===== config.mk =====
export PLATFORM = sky130hd
export DESIGN_NAME = disp_chan_sequencer
export DESIGN_NICKNAME = d
export VERILOG_FILES = /design/src/rtl/disp_chan_sequencer_pkg.sv /design/src/rtl/disp_chan_sequencer_rr_next_sel.sv /design/src/rtl/disp_chan_sequencer.sv
export SDC_FILE = /design/constraint.sdc
export NUM_CORES = 1
export LEC_CHECK = 0
export ABC_AREA = 1
export CORE_MARGIN = 2
export CORE_UTILIZATION = 52
export CTS_CLUSTER_SIZE = 14
export DETAILED_ROUTE_END_ITERATION = 8
export PLACE_DENSITY = 0.85
export SYNTH_ARGS = -nofsm -noshare
export SYNTH_HDL_FRONTEND = slang
export SYNTH_SLANG_ARGS = --single-unit

===== constraint.sdc =====
create_clock -name clk -period 2.74 [get_ports clk]
set_clock_uncertainty 0.1 [all_clocks]
set_input_delay 0.822 -clock clk [delete_from_list [all_inputs] [get_ports clk]]
set_output_delay 0.822 -clock clk [all_outputs]
set_load 0.02 [all_outputs]

===== src/rtl/disp_chan_sequencer_pkg.sv =====
// Shared state encoding and channel-select sizing for the display channel sequencer.
// Latency: n/a (definitions only).
// Backpressure: n/a.
package disp_chan_sequencer_pkg;

    localparam int NCH   = 8;
    localparam int SEL_W = 3;

    typedef enum logic [1:0] {
        ST_IDLE   = 2'd0,
        ST_SCAN   = 2'd1,
        ST_HOLD   = 2'd2,
        ST_MANUAL = 2'd3
    } state_t;

endpackage


===== src/rtl/disp_chan_sequencer_rr_next_sel.sv =====
// Round-robin pick of the first enabled channel strictly after cur (circular).
// Latency: combinational.
// Backpressure: none.
module rr_next_sel
    import disp_chan_sequencer_pkg::*;
(
    input  logic [SEL_W-1:0] cur,
    input  logic [NCH-1:0]   mask,
    output logic [SEL_W-1:0] nxt,
    output logic             wrapped,
    output logic             none
);

    logic             found;
    logic [SEL_W-1:0] idx;

    always_comb begin
        nxt   = cur;
        found = 1'b0;
        idx   = cur;
        none  = (mask == '0);
        // i == NCH lands back on cur, so a lone enabled channel reselects itself
        for (int i = 1; i <= NCH; i++) begin
            idx = cur + SEL_W'(i);
            if (!found && mask[idx]) begin
                nxt   = idx;
                found = 1'b1;
            end
        end
        wrapped = !none && (nxt <= cur);
    end

endmodule


===== src/rtl/disp_chan_sequencer.sv =====
// Display channel sequencer: auto round-robin scan with dwell, hold/step, or manual select.
// Latency: all outputs registered, 1 cycle from inputs.
// Backpressure: none; Multi_8CH32 must accept an EN load pulse every cycle.
module disp_chan_sequencer
    import disp_chan_sequencer_pkg::*;
#(
    parameter int DWELL_W = 24
) (
    input  logic               clk,
    input  logic               rst,
    input  logic               mode_auto,
    input  logic [SEL_W-1:0]   man_sel,
    input  logic [NCH-1:0]     chan_en,
    input  logic [DWELL_W-1:0] dwell,
    input  logic               hold,
    input  logic               step,
    output logic [SEL_W-1:0]   Test,
    output logic               EN,
    output logic               scan_wrap,
    output logic               busy
);

    state_t             state, state_d;
    logic [DWELL_W-1:0] cnt, cnt_d, reload;
    logic [SEL_W-1:0]   test_d, rr_cur, rr_nxt;
    logic               en_d, wrap_d, rr_wrapped, rr_none;

    // From IDLE, searching after the top channel yields the first enabled channel from 0
    assign rr_cur = (state == ST_IDLE) ? SEL_W'(NCH - 1) : Test;
    assign reload = (dwell == '0) ? '0 : dwell - 1'b1;

    rr_next_sel u_rr (
        .cur     (rr_cur),
        .mask    (chan_en),
        .nxt     (rr_nxt),
        .wrapped (rr_wrapped),
        .none    (rr_none)
    );

    always_comb begin
        state_d = state;
        cnt_d   = cnt;
        test_d  = Test;
        en_d    = 1'b0;
        wrap_d  = 1'b0;
        case (state)
            ST_IDLE: begin
                if (!mode_auto) begin
                    state_d = ST_MANUAL;
                    test_d  = man_sel;
                    en_d    = 1'b1;
                end else if (!rr_none) begin
                    state_d = ST_SCAN;
                    test_d  = rr_nxt;
                    cnt_d   = reload;
                    en_d    = 1'b1;
                end
            end
            ST_SCAN: begin
                if (!mode_auto) begin
                    state_d = ST_MANUAL;
                    test_d  = man_sel;
                    en_d    = 1'b1;
                end else if (rr_none) begin
                    state_d = ST_IDLE;
                end else if (hold) begin
                    state_d = ST_HOLD;
                end else if (cnt == '0 || step || !chan_en[Test]) begin
                    // a disabled current channel is treated like dwell expiry
                    test_d = rr_nxt;
                    cnt_d  = reload;
                    en_d   = 1'b1;
                    wrap_d = rr_wrapped;
                end else begin
                    cnt_d = cnt - 1'b1;
                end
            end
            ST_HOLD: begin
                if (!mode_auto) begin
                    state_d = ST_MANUAL;
                    test_d  = man_sel;
                    en_d    = 1'b1;
                end else if (rr_none) begin
                    state_d = ST_IDLE;
                end else if (!hold) begin
                    state_d = ST_SCAN;
                end
            end
            ST_MANUAL: begin
                if (mode_auto) begin
                    state_d = ST_IDLE;
                end else begin
                    test_d = man_sel;
                    en_d   = (man_sel != Test);
                end
            end
            default: state_d = ST_IDLE;
        endcase
    end

    always_ff @(posedge clk or negedge rst) begin
        if (!rst) begin
            state     <= ST_IDLE;
            cnt       <= '0;
            Test      <= '0;
            EN        <= 1'b0;
            scan_wrap <= 1'b0;
            busy      <= 1'b0;
        end else begin
            state     <= state_d;
            cnt       <= cnt_d;
            Test      <= test_d;
            EN        <= en_d;
            scan_wrap <= wrap_d;
            busy      <= (state_d == ST_SCAN) || (state_d == ST_HOLD);
        end
    end

endmodule

==> reports/metrics.cfg, run 1 <==
[placed_design]
dp_cells = 827
gp_congestion = 0.973
place_area_um2 = 5000
dpl.hpwl_um = 9130
port_buffers = 45

[logic_synthesis]
synth_seq_area_share_pct = 21.7
synth-async-reset-ratio_pct = 100
synth_seq_cells = 32
synth_cell_types = 46
syn_area_per_cell_um2 = 6.14
syn_nets = 646
synth_area_um2 = 3690
yosysWarnings = 0
ys.flop_type = dfrtp_1
syn_inst = 601
synth_edf_count = 0

[sta]
finalSetupViolCount = 2
slew_violations = 0
worst_pin_slew_ns = 0.447
fmax_ghz = 0.363
timing.final.crit_share_pct = 101
finalSetupTns_ns = -0.0234
rsz0062_at_grt = yes
fin_ws_ns = -0.0139
holdWs_ns = 0.478
period_needed_ns = 2.75
max-slew-margin-rel_pct = 69.9
hold_violations = 0

[grt]
antenna_found_initial = 0
grt_first_pass_wirelength_um = 19800
grt_usage_pct = 31.8
grt_pass1_vias = 4655
grt_max_degree = 37
grt.overflow.total = 0

[worst_setup_path]
crit_required_ns = 2.85
cp-start-kind = primary input
cp_max_fo = 3
critical_path_class = in2reg
arrival_ns = 2.86
worst_setup_path_end_kind = flip-flop

[worst_hold_path]
hold_class = reg2reg

[cts]
cts_hold_buf = 0
cts_tree = done
cts_made_buffers = 5
clock_path_buffers = 2
h-tree-depth = 2
clkLatencyLatePin_ns = 0.30
cts_root_buf = clkbuf_8
clock_sinks = 32
cts.clk_slew.worst_paths_ns = 0.08

[finish]
multiInputGateArea_um2 = 2800
fin_util_pct = 81.9
layout-drive-gt1-share_pct = 30.8
fillCellCount = 437
stdcell_count = 861
area_delta_synth_final_pct = 51.5
final_nets = 809
antenna_cells = 0
regArea_um2 = 805
design_area_um2 = 5590

[route]
vias = 4971
drt_iter0_drc = 307
drt_first_pass_iters = 5
post_drt_wl_per_cell_um = 15.9
drtAntennaViolNets = 0
avgViaCountPerCell = 5.77
route.detailed.drc = 0
routed_wl_um = 13700

[die]
design.core.area_um2 = 6830
dieArea_um2 = 7790
chipHeight_um = 88.3
io_pins = 46
num_rows = 30
die_x_um = 88.3
start_util_pct = 54.0

[outcome]
violations = setup timing
outcome = complete, but fails checks

[pwr]
p_per_area_nw_per_um2 = 586
ir_drop_v = 0.000325
power.leakage_nw = 2.76

[job]
drv_cap = 0

## worst max-delay path, stage by stage
cell	delay [ns]
clkdlybuf4s50_1	0.42
buf_4	0.15
nor2_1	0.12
inv_1	0.10
nor2_2	0.15
buf_4	0.14
inv_1	0.05
nor2_1	0.24
nand2_1	0.12
xor2_1	0.16
o21ai_1	0.20
o211ai_1	0.12
o21ai_0	0.08
## logic make-up after synthesis
group           after synthesis  share of synthesized area (%)
xor+xnor                     31                           7.35
fa+ha+maj                     5                           1.69
flops                        32                           21.7
simple gates                330                           41.8
compound gates              101                           16.3
buf+inv                     102                           11.2
## Yosys cell counts (2+ instances only)
master | count | area, um2
nand3_1 | 56 | 280
clkbuf_1 | 7 | 26.3
o31ai_1 | 2 | 15.0
nor4_1 | 6 | 37.5
nor3_1 | 10 | 50.1
a31oi_1 | 5 | 31.3
inv_1 | 81 | 304
o311ai_0 | 4 | 35.0
or2_2 | 2 | 12.5
buf_2 | 3 | 15.0
nor2_1 | 75 | 282
o211ai_1 | 12 | 90.1
nand2_1 | 140 | 526
nand3b_1 | 2 | 15.0
o21ai_0 | 46 | 230
buf_6 | 3 | 33.8
xor2_1 | 20 | 175
dfrtp_1 | 32 | 801
ha_1 | 5 | 62.6
nand2_2 | 8 | 50.1
nand3_2 | 4 | 40.0
a21oi_1 | 23 | 115
inv_2 | 5 | 18.8
nand4_1 | 11 | 68.8
xnor2_1 | 11 | 96.3
nor2_2 | 3 | 18.8
nand2_4 | 6 | 67.6
## power by group
part	total [W]	internal [W]	switching, W
combinational	0.00221	0.000921	0.00129
sequential	0.000687	0.000582	0.000105
clock	0.000379	0.000178	0.000201
total	0.00328	0.00168	0.00159
## final cells by class
type,count,share of cell area (%)
clock buffer,6,1.30
clock inverter,2,0.224
inverter,87,6.06
multi-input combinational,468,50.1
sequential,32,14.4
tap,96,2.15
timing repair buffer,170,25.8
## layer usage
layer,track usage [%],up-vias,routed length (um)
li1,-,2306,-
met1,34.9,2288,4990
met2,59.3,298,6950
met3,4.01,79,912
met4,17.1,0,838
met5,0,-,0
## worst paths after layout
check                            end  slack [ns]      from  cells past startpoint
setup reg to reg           scan_wrap        0.03  state[0]                     23
max in group asynchronous    cnt[14]        1.38       rst                      2
hold reg to reg              cnt[21]        0.48   cnt[21]                      2
setup / recovery             cnt[14]       -0.01  dwell[8]                     13
hold / removal               cnt[21]        0.48   cnt[21]                      2
min in group asynchronous       busy        0.83       rst                      2
## repair_timing
action / in CTS / in global routing
setup endpoints to repair: 23 / 28
pin swaps: 8 / 41
setup buffers: 3 / 21
gates resized for setup: 45 / 75
cloned: 0 / 2
## cells in the final DEF, fill, tap and decap left out, drive strengths merged, types with 6 or more instances in the layout
cell type	instances
xor2	20
clkbuf	6
dlygate4sd2	10
o21ai	48
buf	125
dfrtp	32
o211ai	12
nand3	61
nor3	10
nor4	7
nand4	12
xnor2	11
nor2	81
inv	87
nand2	154
clkdlybuf4s50	28
dlymetal6s2s	7
a21oi	23
## through the flow
step           total power, W  worst slack [ns]
4_1_cts               0.00293            0.0173
6_report              0.00328           -0.0139
5_1_grt               0.00349            -0.119
2_1_floorplan         0.00185           0.00627
3_5_place_dp          0.00252            -0.580
3_3_place_gp          0.00245            -0.463
## registers in the layout, indices dropped and copies added, names as in the netlist
signal,cells
state,2
Test,3
scan_wrap,1
cnt,24
EN,1
busy,1
No activity file was read; power rests on OpenSTA's default activity.
==> inputs of run 2 (changes only) <==
- TNS_END_PERCENT: default -> 20
==> run 2 against run 1 <==
  * The run still ends with setup timing left
  * Clock power fell by 1%
  * Non-clock buffer count did not move
  * First-iteration DRC count rose by 17%
  * Via count rose by 0.62%
  * Setup slack improved by 0.0073 ns
  * Routed wire length rose by 0.31%
  * Flip-flop and latch count did not move
  * Critical endpoint is now scan_wrap
  * Highest routed layer unchanged
==> reports/metrics.cfg, run 2 (synthesized netlist as in run 1, its figures left out) <==
[cts]
cts_made_buffers = 5
cts_root_buf = clkbuf_8
cts_hold_buf = 0
cts.clk_slew.worst_paths_ns = 0.08
h-tree-depth = 2
clkLatencyLatePin_ns = 0.30
clock_sinks = 32
cts_tree = done
clock_path_buffers = 2

[sta]
fin_ws_ns = -0.00655
max-slew-margin-rel_pct = 70.4
worst_pin_slew_ns = 0.440
fmax_ghz = 0.364
slew_violations = 0
holdWs_ns = 0.475
hold_violations = 0
finalSetupViolCount = 1
rsz0062_at_grt = yes
timing.final.crit_share_pct = 100
period_needed_ns = 2.75
finalSetupTns_ns = -0.00655

[pwr]
clkPwrFrac_pct = 11.5
p_per_area_nw_per_um2 = 583
internal-power_w = 0.00168
p_sw_share_pct = 48.5
combPwrFrac_pct = 67.5
ir_drop_v = 0.000324
power.leakage_nw = 2.75
sequentialPowerShare_pct = 21.1
power_switching_w = 0.00158

[die]
num_rows = 30
start_util_pct = 54.0
design.core.area_um2 = 6830
io_pins = 46
dieArea_um2 = 7790
chipHeight_um = 88.3
die_x_um = 88.3

[finish]
area_delta_synth_final_pct = 51.3
final_nets = 809
antenna_cells = 0
top_register = cnt
layout-drive-gt1-share_pct = 30.7
final_common_cell = nand2_1
largest_register_ffs = 24
reg_top3 = cnt: 24 flops, Test: 3 flops, state: 2 flops
design_area_um2 = 5590
final_cell_mix = nand2_1 (120), buf_4 (115), inv_1 (75)

[worst_setup_path]
cp_max_fo = 4
cp-start-kind = primary input
path_common_cell = nand2_1
arrival_ns = 2.88
critical_path_class = in2reg
cp_cell_sequence = dlygate4sd2_1, nand3_4, nand3_4, nand2_4, nor2_4, o21bai_4, o21ai_1, nand2_1, nand2_1, nand2_1, nand2_1, nand2_1, nand2_1, nand2_1, nand2_2, inv_2, ha_4, nand3_2, nand2_1, inv_1, nor2_1
crit_slowest_cell = dlygate4sd2_1
crit_required_ns = 2.88
worst_setup_path_end_kind = flip-flop
cpPeakStageDelay_ns = 0.32

[placed_design]
port_buffers = 45
gp_congestion = 0.973
place_area_um2 = 5000
dpl.hpwl_um = 9130

[route]
drt_first_pass_iters = 6
drt_iter0_drc = 358
routed_wl_um = 13700
post_drt_wl_per_cell_um = 16.0
vias = 5002
route.detailed.drc = 0
drtAntennaViolNets = 0
avgViaCountPerCell = 5.81

[grt]
grt_first_pass_wirelength_um = 19800
grt_pass1_vias = 4655
grt_usage_pct = 31.8
grt.overflow.total = 0
antenna_found_initial = 0
grt_max_degree = 37

[outcome]
outcome = complete, but fails checks
violations = setup timing

[job]
drv_cap = 0

[worst_hold_path]
hold_class = reg2reg

-- run 2: cell count changes in the layout (fill, tap and decap cells not counted) --
cell,previous run,this run
nand2_4,10,9
o21ai_1,14,12
o21ai_0,33,35
nor2_1,58,59
nand2_2,24,25
nor2_2,18,17
-- run 2: layout make-up --
class / count / area [um2]
Fill cell: 445 / 1250
Multi-Input combinational cell: 468 / 2790
Clock buffer: 6 / 72.6
Timing Repair Buffer: 170 / 1440
Tap cell: 96 / 120
Inverter: 87 / 339
Sequential cell: 32 / 805
Clock inverter: 2 / 12.5
-- run 2: final timing paths --
| kind | end | startpoint | slack [ns] | cells past startpoint |
|---|---|---|---|---|
| max in group asynchronous | cnt[14] | rst | 1.38 | 2 |
| min | cnt[21] | cnt[21] | 0.47 | 2 |
| min reg2reg | cnt[21] | cnt[21] | 0.47 | 2 |
| max reg2reg | scan_wrap | state[0] | 0.03 | 23 |
| min in group asynchronous | busy | rst | 0.83 | 2 |
| max | scan_wrap | chan_en[0] | -0.007 | 21 |
-- run 2: per-layer routing --
metal / GRT usage, % / part of all wire [%] / wire (um) / up-vias
met3: 4.01 / 7.2 / 992 / 77
met5: 0 / 0 / 0 / -
met4: 17.1 / 5.6 / 770 / 0
li1: - / - / - / 2300
met2: 59.3 / 52 / 7140 / 320
met1: 34.9 / 35 / 4830 / 2305
-- run 2: power groups by stage --
stage          Sequential (W)  Combinational, W  Clock [W]
6_report             0.000686           0.00220   0.000374
2_1_floorplan        0.000687           0.00116          0
5_1_grt              0.000698           0.00238   0.000397
4_1_cts              0.000676           0.00188   0.000374
3_5_place_dp         0.000682           0.00184          0
3_3_place_gp         0.000679           0.00177          0
-- run 2: timing repair --
action / in CTS / in global routing
gates cloned: 0 / 2
buffers inserted: 3 / 21
gates resized for setup: 43 / 73
endpoints found under the setup margin: 23 / 28
pin swaps: 7 / 38
-- run 2: critical path, delay by kind of cell --
kind                     cells  cell delay, ns
AO/OA/AOI/OAI                2            0.31
adder cells (fa/ha/maj)      1            0.26
AND/OR/NAND/NOR             15            1.09
buffers and inverters        3            0.40
-- run 2: per-stage QoR --
| stage | instances | worst slack, ns | utilization (%) | total power (W) |
|---|---|---|---|---|
| 2_1_floorplan | 601 | 0.00627 | - | 0.00185 |
| 3_3_place_gp | 827 | -0.463 | 73.2 | 0.00245 |
| 3_5_place_dp | 827 | -0.580 | 73.2 | 0.00252 |
| 4_1_cts | 838 | -0.0156 | 75.6 | 0.00293 |
| 5_1_grt | 861 | -0.0989 | 81.8 | 0.00348 |
| 6_report | 861 | -0.00655 | 81.8 | 0.00326 |
==> inputs of run 3 (changes only) <==
- CORE_UTILIZATION: 52 -> 55
- DONT_BUFFER_PORTS: default -> 1
- PLACE_DENSITY: 0.85 -> 0.8
==> run 3 against run 2 <==
  * The run now ends clean
  * Highest routed layer unchanged
  * Sequential power rose by 2%
  * Total power fell by 6.9%
  * Routed wire length decreased by 20%
  * Setup slack gained 0.033 ns
  * Via count fell by 14%
  * Hold slack worse by 0.34 ns
  * First-iteration DRC count shrank 36%
  * Final cell count decreased by 14%
  * Largest cell class unchanged
  * Die area fell by 5.2%
  * Global-route usage is 3.5 points lower
==> reports/metrics.cfg, run 3 (synthesized netlist as in run 1, its figures left out) <==
[pwr]
ir_drop_v = 0.000303
power.leakage_nw = 2.19
p_per_area_nw_per_um2 = 657

[die]
dieArea_um2 = 7380
start_util_pct = 57.5
num_rows = 29
io_pins = 46
die_x_um = 85.9
chipHeight_um = 85.9
design.core.area_um2 = 6420

[cts]
cts.clk_slew.worst_paths_ns = 0.07
h-tree-depth = 2
cts_hold_buf = 0
clock_path_buffers = 2
cts_made_buffers = 5
cts_tree = done
clkLatencyLatePin_ns = 0.28
clock_sinks = 32
cts_root_buf = clkbuf_8

[finish]
fillCellCount = 532
largest_register_ffs = 24
layout-drive-gt1-share_pct = 24.8
stdcell_count = 738
antenna_cells = 0
top_register = cnt
reg_top3 = cnt: 24 flops, Test: 3 flops, state: 2 flops
area_delta_synth_final_pct = 25.0
multiInputGateArea_um2 = 2750
regArea_um2 = 806
final_cell_mix = nand2_1 (112), inv_1 (79), nor2_1 (71)
final_nets = 705
design_area_um2 = 4610
final_common_cell = nand2_1

[route]
avgViaCountPerCell = 5.85
drt_first_pass_iters = 5
drt_iter0_drc = 229
vias = 4314
post_drt_wl_per_cell_um = 15.0
drtAntennaViolNets = 0
routed_wl_um = 11000
route.detailed.drc = 0

[sta]
finalSetupViolCount = 0
fmax_ghz = 0.368
fin_ws_ns = 0.0262
slew_violations = 0
period_needed_ns = 2.71
rsz0062_at_grt = yes
max-slew-margin-rel_pct = 69.7
worst_pin_slew_ns = 0.451
hold_violations = 0
timing.final.crit_share_pct = 99.0

[outcome]
outcome = complete, no violations

[worst_setup_path]
worst_setup_path_end_kind = flip-flop
crit_required_ns = 2.79
cp-start-kind = flip-flop
cp_cell_sequence = o21ai_4, buf_12, buf_6, buf_4, nand2_1, nand2_1, nand2_2, nand3_2, nand2_2, nand3_4, nor2_8, buf_4, nand2_2, o211ai_1, or2_1, nand2_1, nand3_1, nand2_1, o21ai_0
cpPeakStageDelay_ns = 0.49
crit_slowest_cell = dfrtp_2
arrival_ns = 2.77
critical_path_class = reg2reg
cp_max_fo = 7
path_common_cell = nand2_1

[grt]
antenna_found_initial = 0
grt.overflow.total = 0
grt_max_degree = 49
grt-busiest-layer = met2
met1_usage_pct = 35.0
grt_use_met3_pct = 3.27
grt_usage_pct = 28.4
grt_pass1_vias = 4013
use_met2_pct = 52.3
grt_first_pass_wirelength_um = 17300

[worst_hold_path]
hold_class = in2async

[placed_design]
port_buffers = 0
place_area_um2 = 4070
dpl.hpwl_um = 7890
pre_cts_slack_ns = -0.0733
dp_cells = 702
gp_congestion = 0.898

[job]
drv_cap = 0

## run 3: path summary, 6_finish.rpt
path	start	end	slack, ns	cells after the start
worst min-delay path	rst	Test[0]	0.13	0
max in group asynchronous	rst	cnt[16]	2.32	0
min in group clk	cnt[21]	cnt[21]	0.45	2
worst min register to register	cnt[21]	cnt[21]	0.45	2
worst max-delay path	state[1]	Test[0]	0.03	19
worst max register to register	state[1]	Test[0]	0.03	19
## run 3: through the flow
stage          total power (W)  TNS [ns]  hold WS, ns  util [%]
6_report               0.00303         0        0.131      71.8
5_1_grt                0.00328    -0.219        0.113      71.8
4_1_cts                0.00265         0        0.123      64.8
3_5_place_dp           0.00229    -0.128        0.427      63.4
3_3_place_gp           0.00224   -0.0169        0.427      63.4
2_1_floorplan          0.00185         0        0.419         -
## run 3: power breakdown
group	switching [W]	internal, W
Sequential	0.000116	0.000583
Combinational	0.00119	0.000793
Clock	0.000174	0.000178
## run 3: worst max-delay path, delay by kind of cell, from the launching register on
kind / cells / cell delay (ns)
compound gates: 3 / 0.39
buf+inv: 4 / 0.50
simple gates: 12 / 1.11
flops: 1 / 0.49
## run 3: area by class of cell
class | count | area share, %
sequential | 32 | 17.5
timing repair buffer | 65 | 11.4
inverter | 87 | 7.57
clock buffer | 7 | 1.65
clock inverter | 1 | 0.108
multi-input combinational | 469 | 59.7
tap | 77 | 2.09
## run 3: layer usage
layer,part of all wire (%),vias to the layer above,routed length [um]
li1,-,2091,-
met1,39,1977,4360
met2,50,207,5540
met3,7.1,39,783
met4,3.2,0,351
met5,0,-,0
## run 3: repair_timing
action,4_1_cts,5_1_grt
gates resized for setup,2,72
pin swaps,0,27
buffers inserted,1,25
setup endpoints to repair,1,12
cloned,0,2
